File: config.mk
export PLATFORM = sky130hd
export DESIGN_NAME = fetch_stage
export DESIGN_NICKNAME = d
export VERILOG_FILES = /design/src/rtl/fetch_stage_pkg.sv /design/src/rtl/fetch_stage_npc_unit.sv /design/src/rtl/fetch_stage.sv
export SDC_FILE = /design/constraint.sdc
export NUM_CORES = 1
export LEC_CHECK = 0
export BUFFER_PORTS_ARGS = -buffer_cell sky130_fd_sc_hd__buf_2
export CAP_MARGIN = 25
export CORE_MARGIN = 3
export CORE_UTILIZATION = 57
export DETAILED_ROUTE_END_ITERATION = 6
export GPL_TIMING_DRIVEN = 1
export PLACE_DENSITY = 0.94
export SYNTH_ARGS = -nofsm -noshare
export SYNTH_HDL_FRONTEND = slang
export SYNTH_SLANG_ARGS = --single-unit
File: constraint.sdc
create_clock -name clk -period 7.95 [get_ports clk]
set_clock_uncertainty 0.05 [all_clocks]
set_input_delay 1.59 -clock clk [delete_from_list [all_inputs] [get_ports clk]]
set_output_delay 1.59 -clock clk [all_outputs]
set_load 0.005 [all_outputs]
File: src/rtl/fetch_stage_pkg.sv
// Shared encodings, reset constants, IF/ID record and target helpers for the fetch stage.
// Pure definitions: no logic, no latency, no flow control.
package fetch_stage_pkg;

  localparam int NPC_OP_LENGTH = 2;

  localparam logic [NPC_OP_LENGTH-1:0] NPC_PC4 = 2'b00;
  localparam logic [NPC_OP_LENGTH-1:0] NPC_BEQ = 2'b01;
  localparam logic [NPC_OP_LENGTH-1:0] NPC_J   = 2'b10;
  localparam logic [NPC_OP_LENGTH-1:0] NPC_JR  = 2'b11;

  localparam logic [31:0] RESET_PC_VAL = 32'h0000_3000;
  localparam logic [31:0] NOP_WORD     = 32'h0000_0000;

  typedef struct packed {
    logic [31:0] instr;
    logic [31:0] pc;
    logic [31:0] pcPlus4;
    logic        valid;
  } ifId_t;

  // imm16 is a word offset relative to the instruction after the branch.
  function automatic logic [31:0] branchTarget(input logic [31:0] pcPlus4,
                                               input logic [15:0] imm);
    return pcPlus4 + {{14{imm[15]}}, imm, 2'b00};
  endfunction

  function automatic logic [31:0] jumpTarget(input logic [31:0] pcPlus4,
                                             input logic [25:0] instrIndex);
    return {pcPlus4[31:28], instrIndex, 2'b00};
  endfunction

  // Misaligned register targets are forced onto a word boundary.
  function automatic logic [31:0] jrTarget(input logic [31:0] rsData);
    return {rsData[31:2], 2'b00};
  endfunction

endpackage

File: src/rtl/fetch_stage_npc_unit.sv
// Next-PC select from the ID-stage instruction; purely combinational, zero latency.
// No flow control: the stall gating is applied by the PC register owner.
module npc_unit
  import fetch_stage_pkg::*;
(
  input  logic [31:0]              pc,
  input  logic [31:0]              pcPlus4D,
  input  logic [31:0]              instrD,
  input  logic [31:0]              rsDataD,
  input  logic [NPC_OP_LENGTH-1:0] npcOp,
  input  logic                     isRsRtEq,
  input  logic                     validD,
  output logic [31:0]              npc,
  output logic                     redirect
);

  logic [31:0] target;
  logic        taken;
  logic        unusedBits;

  assign unusedBits = ^{instrD[31:26], rsDataD[1:0]};

  always_comb begin
    target = pc + 32'd4;
    taken  = 1'b0;
    case (npcOp)
      NPC_PC4: taken = 1'b0;
      NPC_BEQ: begin
        target = branchTarget(pcPlus4D, instrD[15:0]);
        taken  = isRsRtEq;
      end
      NPC_J: begin
        target = jumpTarget(pcPlus4D, instrD[25:0]);
        taken  = 1'b1;
      end
      NPC_JR: begin
        target = jrTarget(rsDataD);
        taken  = 1'b1;
      end
      default: taken = 1'b0;
    endcase
    // A bubble carries no instruction, so its decode must never steer the PC.
    redirect = validD && taken;
    npc      = redirect ? target : pc + 32'd4;
  end

endmodule

File: src/rtl/fetch_stage.sv
// PC register plus IF/ID pipeline register; fetched word lands in IF/ID one cycle after imemAddr.
// stall freezes PC and IF/ID (flush still bubbles IF/ID); a taken redirect costs one bubble.
module fetch_stage
  import fetch_stage_pkg::*;
#(
  parameter logic [31:0] RESET_PC  = RESET_PC_VAL,
  parameter logic [31:0] NOP_INSTR = NOP_WORD
) (
  input  logic                     clk,
  input  logic                     rst,
  input  logic                     stall,
  input  logic                     flush,
  input  logic [NPC_OP_LENGTH-1:0] npcOp,
  input  logic                     isRsRtEq,
  input  logic [31:0]              rsDataD,
  output logic [31:0]              imemAddr,
  input  logic [31:0]              imemData,
  output logic [31:0]              instrD,
  output logic [31:0]              pcD,
  output logic [31:0]              pcPlus4D,
  output logic                     validD,
  output logic [5:0]               opcodeD,
  output logic [5:0]               funcD,
  output logic                     redirect
);

  logic [31:0] pc;
  logic [31:0] pcPlus4;
  logic [31:0] npc;
  ifId_t       ifId;
  ifId_t       bubble;

  assign pcPlus4 = pc + 32'd4;
  assign bubble  = '{instr: NOP_INSTR, pc: 32'd0, pcPlus4: 32'd0, valid: 1'b0};

  npc_unit u_npcUnit (
    .pc       (pc),
    .pcPlus4D (ifId.pcPlus4),
    .instrD   (ifId.instr),
    .rsDataD  (rsDataD),
    .npcOp    (npcOp),
    .isRsRtEq (isRsRtEq),
    .validD   (ifId.valid),
    .npc      (npc),
    .redirect (redirect)
  );

  always_ff @(posedge clk) begin
    if (rst) begin
      pc   <= RESET_PC;
      ifId <= bubble;
    end else if (stall) begin
      // The ID instruction is itself held, so its redirect waits; only a squash gets through.
      if (flush) begin
        ifId <= bubble;
      end
    end else if (redirect || flush) begin
      pc   <= npc;
      ifId <= bubble;
    end else begin
      pc   <= pcPlus4;
      ifId <= '{instr: imemData, pc: pc, pcPlus4: pcPlus4, valid: 1'b1};
    end
  end

  assign imemAddr = pc;
  assign instrD   = ifId.instr;
  assign pcD      = ifId.pc;
  assign pcPlus4D = ifId.pcPlus4;
  assign validD   = ifId.valid;
  assign opcodeD  = ifId.instr[31:26];
  assign funcD    = ifId.instr[5:0];

endmodule

# Word level (Yosys, flattened, before mapping)
# Index checks and enable logic that the tools add are counted.
op_classes:
  n_addsub: 2
  eq_ne: 4
  mux: 7
  reduce_logical: 4
ops:
  columns: ["cell", "count"]
  rows:
  - ["$mux W97", 3]
  - ["$pmux W32 S3", 1]
  - ["$mux W32", 2]
  - ["$add A32 B3 Y32 const B", 1]
  - ["$add A32 B32 Y32", 1]
  - ["$eq A2 B2 Y1 const B", 2]
  - ["$pmux W1 S3", 1]
  - ["$eq A2 B1 Y1 const B", 1]
  - ["$logic_not A2 Y1", 1]
  - ["$ne A2 B1 Y1 const B", 1]
  - ["$reduce_or A2 Y1", 1]
  - ["$logic_and A1 B1 Y1", 1]
  - ["$logic_or A1 B1 Y1", 1]
word_totals:
  regBits: 129
  output_inout_bits: 142
  word_cells: 22

# Longest topological paths before layout
# Gate-level depths: netlist of run 1.
depth:
  depth_word: 7
  depth_mapped: 11
  mapped_depth_nobuf: 11

# Cells and area by module
# Synthesis of run 1 repeated with hierarchy kept, for this count alone.
unflattened:
  cells_unflattened: 1148
  area_unflattened_um2: 8723.4
by_module_without_submodules:
  columns: ["mod", "instances", "cells_each", "area_each_um2", "seq_area_each_um2"]
  rows:
  - ["fetch_stage", 1, 664, 5494.0, 2542.4]
  - ["npc_unit", 1, 484, 3229.3, 0.0]

# Worst setup path before layout of run 1
# OpenSTA, ideal clock, no wires.
synth_path:
  path_type: "input port to output port"
  from: "input npcOp[0]"
  to: "output redirect"
  arrival_ns: 2.791
  t_required_ns: 6.310
  setup_slack_ns: 3.519
  stages: 6
  n_path_buf: 3
  cell_sequence: "clkbuf_1 > a21o_1 > nand2_1 > inv_1 > clkbuf_1 > buf_1"
synth_via:
  elab_chain_cells: 4
  word_cells_on_any_way: 7
  cone_classes: "3 x eq/ne; 1 x mux; 3 x reduce/logical"
synth_rtl:
  columns: ["element", "line_no", "source"]
  rows:
  - ["start, declared", "fetch_stage.sv:13", "input logic [NPC_OP_LENGTH-1:0] npcOp,"]
  - ["$eq A2 B2 Y1", "fetch_stage_npc_unit.sv:26", "case (npcOp)"]
  - ["$reduce_or A2 Y1 (no line)", null, null]
  - ["$pmux W1 S3 (*)", "fetch_stage_npc_unit.sv:26", null]
  - ["$logic_and A1 B1 Y1 (*)", "fetch_stage_npc_unit.sv:43", "redirect = validD && taken;"]
  - ["end, declared", "fetch_stage.sv:24", "output logic redirect"]
# Every way passes the cells marked *; elsewhere a longest branch is shown, timed or not.

# Final worst setup path of run 1
# Same ends and word-level chain as after synthesis.

==> flow_summary.json, run 1 <==
{
  "clk_latency_ns": 0.42,
  "fin_setup_tns_ns": 0,
  "crit_type": "input pin to output pin",
  "synth_area_um2": 7580,
  "min_path_cells": 2,
  "grt_max_degree": 75,
  "synth_cell_types": 72,
  "reg2reg_depth": 9,
  "drive_gt1_share_pct": 25.3,
  "synthesis.nets": 1047,
  "critPathSlowestCell": "buf_2",
  "status": "complete, no violations",
  "async_reset_ff_share_pct": 0,
  "wire_per_inst_um": 20.1,
  "max_stage_delay_ns": 0.64,
  "synth_ff_type": "dfxtp_1",
  "r2r_slack_ns": 4.62,
  "p_leak_uw": 0.00420,
  "final_net_count": 1205,
  "fin_area_um2": 9190,
  "pwr-share-clk_pct": 50.1,
  "ioPinCount": 213,
  "chipWidth_um": 121,
  "p_int_uw": 1250,
  "seq_power_share_pct": 40.1,
  "fp.coreArea_um2": 12800,
  "worstSetupEndpoint": "redirect",
  "fp.dieH_um": 121,
  "synthAdderAreaFrac_pct": 5.22,
  "io_buffers": 210,
  "hold_viol_final": 0,
  "antenna_cells": 0,
  "syn2layout_area_growth_pct": 21.4,
  "drt_pass1_iterations": 6,
  "htree_levels": 4,
  "post_cts_buffers": 0,
  "switching_share_pct": 25.4,
  "worstSetupEndpointType": "output pin",
  "wl_um": 25900,
  "period_share_pct": 61.9,
  "drtIter0Drc": 1020,
  "clockBufferDepth": 2,
  "crit_path_max_fanout": 36,
  "syn_inst": 945,
  "regToRegEndpoint": "imemAddr[30]",
  "placed_area_um2": 8560,
  "cp.arrival_ns": 3.28,
  "synth_mux_area_share_pct": 2.00,
  "vdd.ir_drop.worst_uv": 179,
  "worst_slack_ns": 3.03,
  "grt_setup_unrepaired": "false",
  "maxSlewViolCount": 0,
  "synth_warnings": 0,
  "pwr-share-comb_pct": 9.8,
  "synth_compound_area_share_pct": 29.1,
  "cts.sinks": 127,
  "place_hpwl_um": 17300,
  "grt-ovfl-total": 0,
  "cts_hold_buf": 0,
  "power_per_cell_area_nw_per_um2": 183,
  "cap_violations": 0,
  "worstPathRequired_ns": 6.31,
  "relSlewSlack_pct": 33.0,
  "hold_class": "flop to flop",
  "grt_pass1_wl_um": 40300,
  "finalWorstPathRequiredPeriod_ns": 4.92,
  "drc": 0,
  "synth_edf_count": 0,
  "cp-start-kind": "input pin",
  "r2r_start": "instrD[15]",
  "cts_tree": "built",
  "worst_pin_slew_ns": 1.00,
  "fp.dieArea_um2": 14700,
  "yosys.area_share.simple_pct": 19.8,
  "tritoncts.num_buffers": 17,
  "setup_violations": 0,
  "syn_area_per_cell_um2": 8.02,
  "grt_pass1_vias": 7709,
  "nFillCells": 1003,
  "mostFrequentLayoutCells": "209 x buf_2, 144 x nor2_1, 127 x dfxtp_1",
  "final_common_cell": "buf_2",
  "ys_ff_latch": 127,
  "ant_nets": 0,
  "cts_root_buf": "clkbuf_16",
  "avgViaCountPerCell": 6.51,
  "post_cts_resized": 0,
  "cp-startpoint": "npcOp[0]",
  "antenna_found_initial": 0,
  "p_sw_uw": 426,
  "crit_chain": "buf_2, a21o_1, nand2_1, buf_4, inv_1, buf_4, buf_2",
  "power_uw": 1680,
  "rows": 41,
  "routabilityCongestion": 1.02,
  "path_clk_slew_ns": 0.06,
  "dp_slack_ns": 3.06,
  "synth_top_family_by_area": "compound AO/OA/AOI/OAI gates",
  "post-route-util_pct": 71.7,
  "initial_core_util_pct": 59.1,
  "grt_use_total_pct": 34.5,
  "synth-xor-area-share_pct": 4.62,
  "vias": 8375,
  "max_freq_mhz": 203,
  "seq_area_frac_synth_pct": 33.6
}
==> stage by stage <==
step           hold WS (ns)  cells
6_report              0.439   1287
4_1_cts               0.433   1287
2_1_floorplan         0.411    945
3_5_place_dp          0.417   1256
5_1_grt               0.453   1287
3_3_place_gp          0.409   1256
==> critical path: cells and delay by family <==
family / cells / cell delay, ns
AOI/OAI and AO/OA: 1 / 0.19
and+or+nand+nor: 1 / 0.05
buffers and inverters: 5 / 1.44
==> final cells by class <==
class / count / area, µm² / area share [%]
Clock buffer: 19 / 453 / 4.93
Clock inverter: 12 / 183 / 1.99
Inverter: 15 / 56.3 / 0.612
Multi-Input combinational cell: 722 / 4620 / 50.2
Sequential cell: 127 / 2540 / 27.7
Tap cell: 172 / 215 / 2.34
Timing Repair Buffer: 220 / 1130 / 12.3
==> cell usage after synthesis (5+ instances only) <==
library cell	count	area share, %
o211ai_1	5	0.50
o21ai_1	5	0.33
nand2_1	67	3.3
o21a_1	12	1.2
a31oi_1	12	0.99
o221ai_1	5	0.58
inv_1	13	0.64
ha_1	30	5.0
a21o_1	15	1.5
and3_1	10	0.83
nand3_1	27	1.8
dfxtp_1	127	34
a211oi_1	9	0.89
or3_1	6	0.50
o21ai_0	45	3.0
mux2_2	9	1.3
a22oi_1	95	9.4
nor2_1	146	7.2
nor3_1	15	0.99
xor2_1	18	2.1
clkbuf_1	55	2.7
a21oi_1	64	4.2
buf_4	14	1.4
buf_2	7	0.46
a221oi_1	11	1.3
and4_1	6	0.69
mux2i_1	5	0.66
o31ai_1	6	0.59
xnor2_1	22	2.5
a211o_1	5	0.58
o21bai_1	6	0.59
==> sequential cells by signal, summed over array words and instances, names as in the netlist <==
| register | count |
|---|---|
| pcPlus4D | 30 |
| pcD | 32 |
| instrD | 32 |
| validD | 1 |
| imemAddr | 32 |
==> metal layers <==
metal / vias up / global-route usage, % / share of wire (%)
met1: 3865 / 45.3 / 39
li1: 3794 / - / -
met2: 617 / 54.3 / 45
met4: 0 / 13.2 / 3.4
met5: - / 0 / 0
met3: 99 / 9.37 / 13
==> power groups by stage <==
stage               logic (µW)  clock network (µW)  registers (µW)
floorplan                 99.9                   0             679
global route               179                 872             674
detailed placement         159                   0             685
finish                     165                 842             673
CTS                        162                 844             672
global placement           155                   0             684
==> worst min path at each step <==
| stage | from | endpoint | slack [ns] |
|---|---|---|---|
| global placement | imemAddr[0] | imemAddr[0] | 0.41 |
| floorplan | imemAddr[0] | imemAddr[0] | 0.41 |
| CTS | imemAddr[1] | imemAddr[1] | 0.43 |
| finish | imemAddr[1] | imemAddr[1] | 0.44 |
| global route | imemAddr[1] | imemAddr[1] | 0.45 |
| detailed placement | imemAddr[1] | imemAddr[1] | 0.42 |
==> cell families (layout without fill, tap and decap cells) <==
family | Yosys count | in the layout
buf+inv | 96 | 266
compound gates | 322 | 322
simple gates | 315 | 315
xor+xnor | 40 | 40
flops | 127 | 127
mux | 14 | 14
fa+ha+maj | 31 | 31
No activity file was read; power rests on OpenSTA's default activity.
==> run 2, diff against run 1 <==
--- a/config.mk
+++ b/config.mk
@@ -5,13 +5,14 @@
 export SDC_FILE = /design/constraint.sdc
 export NUM_CORES = 1
 export LEC_CHECK = 0
+export ABC_AREA = 1
 export BUFFER_PORTS_ARGS = -buffer_cell sky130_fd_sc_hd__buf_2
 export CAP_MARGIN = 25
 export CORE_MARGIN = 3
-export CORE_UTILIZATION = 57
+export CORE_UTILIZATION = 54
 export DETAILED_ROUTE_END_ITERATION = 6
 export GPL_TIMING_DRIVEN = 1
-export PLACE_DENSITY = 0.94
+export PLACE_DENSITY = 0.9
 export SYNTH_ARGS = -nofsm -noshare
 export SYNTH_HDL_FRONTEND = slang
 export SYNTH_SLANG_ARGS = --single-unit
==> constraint.sdc (replaced) <==
create_clock -name clk -period 5.1 [get_ports clk]
set_clock_uncertainty 0.05 [all_clocks]
set_input_delay 1.02 -clock clk [delete_from_list [all_inputs] [get_ports clk]]
set_output_delay 1.02 -clock clk [all_outputs]
set_load 0.005 [all_outputs]
==> flow_summary.json, run 2 <==
{
  "antenna_cells": 0,
  "final_net_count": 1515,
  "place_hpwl_um": 23200,
  "synth_warnings": 0,
  "seq_area_frac_synth_pct": 31.7,
  "drive_gt1_share_pct": 20.2,
  "power_uw": 2640,
  "grt_max_degree": 58,
  "ys_top_cells_by_area": "dfxtp_1 32%, nand2_1 20%, a21oi_1 10%",
  "worstSetupEndpointType": "flop",
  "cts_tree": "built",
  "initial_core_util_pct": 56.4,
  "ioPinCount": 213,
  "wl_um": 30400,
  "hold_class": "flop to flop",
  "ant_nets": 0,
  "placed_cells": 1574,
  "synth_top_area_share_pct": 31.7,
  "placed_area_um2": 9050,
  "synthesis.nets": 1340,
  "clk_latency_ns": 0.43,
  "fin_setup_tns_ns": 0,
  "fp.coreArea_um2": 14200,
  "synth_largest_area_cell": "dfxtp_1",
  "vias": 9339,
  "fin_cells": 1606,
  "clockBufferDepth": 2,
  "final_common_cell": "nand2_1",
  "finalWorstPathRequiredPeriod_ns": 3.46,
  "grt_setup_unrepaired": "false",
  "drtIter0Drc": 1072,
  "synth_area_um2": 8020,
  "grt_pass1_wl_um": 46100,
  "fp.dieArea_um2": 16300,
  "syn2layout_area_growth_pct": 20.3,
  "synth.most_common_cell": "nand2_1",
  "synth_edf_count": 0,
  "relSlewSlack_pct": 41.3,
  "grt_pass1_vias": 8521,
  "synth_commonest_cells": "425 x nand2_1, 160 x a21oi_1, 127 x dfxtp_1",
  "grt-ovfl-total": 0,
  "max_freq_mhz": 289,
  "drt_pass1_iterations": 7,
  "tritoncts.num_buffers": 17,
  "cts.sinks": 127,
  "cap_violations": 0,
  "crit_path_max_fanout": 33,
  "async_reset_ff_share_pct": 0,
  "worst_pin_slew_ns": 0.880,
  "fin_area_um2": 9640,
  "hold_viol_final": 0,
  "io_buffers": 210,
  "period_share_pct": 67.8,
  "mostFrequentLayoutCells": "425 x nand2_1, 209 x buf_2, 160 x a21oi_1",
  "cts_root_buf": "clkbuf_16",
  "p_leak_uw": 0.00458,
  "status": "complete, no violations",
  "synth_cell_types": 52,
  "drc": 0,
  "worstPathRequired_ns": 5.40,
  "crit_type": "input pin to flop",
  "post_cts_resized": 0,
  "wire_per_inst_um": 18.9,
  "setup_violations": 0,
  "antenna_found_initial": 1,
  "rows": 43,
  "grt_use_total_pct": 36.2,
  "chipWidth_um": 128,
  "fin_hold_ws_ns": 0.410,
  "synth_ff_type": "dfxtp_1",
  "post_cts_buffers": 0,
  "syn_area_per_cell_um2": 6.48,
  "power_per_cell_area_nw_per_um2": 274,
  "syn_inst": 1238,
  "cts_hold_buf": 0,
  "cp-start-kind": "input pin",
  "ys_ff_latch": 127,
  "routabilityCongestion": 0.998,
  "path_clk_slew_ns": 0.07,
  "maxSlewViolCount": 0,
  "htree_levels": 4,
  "vdd.ir_drop.worst_uv": 285,
  "cp.arrival_ns": 3.76,
  "avgViaCountPerCell": 5.82,
  "fp.dieH_um": 128
}
-- run 2: changes by cell type after synthesis, moves of 30 or more --
cell | previous run | this run
inv_1 | 13 | 102
a21oi_1 | 64 | 160
a22oi_1 | 95 | 1
nand3_1 | 27 | 57
nand2_1 | 67 | 425
nor2_1 | 146 | 73
-- run 2: cells by family (layout without fill, tap and decap cells) --
logic type / count (synthesis) / count (layout) / share of synthesized area, %
AO/OA/AOI/OAI: 252 / 252 / 18.0
adder cells (fa/ha/maj): 31 / 31 / 4.93
buffers and inverters: 174 / 362 / 9.27
AND/OR/NAND/NOR: 631 / 631 / 33.6
flip-flops: 127 / 127 / 31.7
XOR/XNOR: 23 / 23 / 2.51
-- run 2: path summary, 6_finish.rpt --
kind	start	end	slack (ns)	depth (start not counted)
worst max register to register	validD	instrD[9]	2.10	8
worst max-delay path	npcOp[1]	instrD[9]	1.64	11
worst min register to register	pcD[4]	pcD[4]	0.41	2
worst min-delay path	pcD[4]	pcD[4]	0.41	2
-- run 2: layer usage --
metal  share of wire [%]  vias up  GRT usage [%]
met1                  39     4252           45.4
li1                    -     4431              -
met4                 5.5        0           20.0
met3                  11      103           9.00
met5                   0        -              0
met2                  45      553           57.1
-- run 2: metrics by stage --
stage,setup slack (ns),utilization [%]
2_1_floorplan,2.73,-
3_3_place_gp,1.38,63.7
3_5_place_dp,1.33,63.7
4_1_cts,1.74,67.9
5_1_grt,1.50,67.9
6_report,1.64,67.9
-- run 2: power breakdown --
group	internal (µW)	switching, µW	leakage, µW	total [µW]
clock network	738	510	0.000291	1250
registers	1030	58.9	0.00103	1090
logic	110	196	0.00325	306
-- run 2: cell type report --
type / instances / area, µm²
Tap cell: 180 / 225
Clock buffer: 18 / 429
Clock inverter: 14 / 169
Sequential cell: 127 / 2540
Fill cell: 1311 / 4560
Multi-Input combinational cell: 937 / 4740
Timing Repair Buffer: 219 / 1120
Inverter: 111 / 418
-- run 2: worst max-delay path, stage by stage --
cell and delay (ns):
buf_2 0.13, inv_2 0.06, nand2_1 0.06, nand2_2 0.32
inv_2 0.14, nor2_2 0.52, inv_2 0.36, nor2_8 0.50
buf_4 0.38, nand2_1 0.11, a21oi_1 0.15
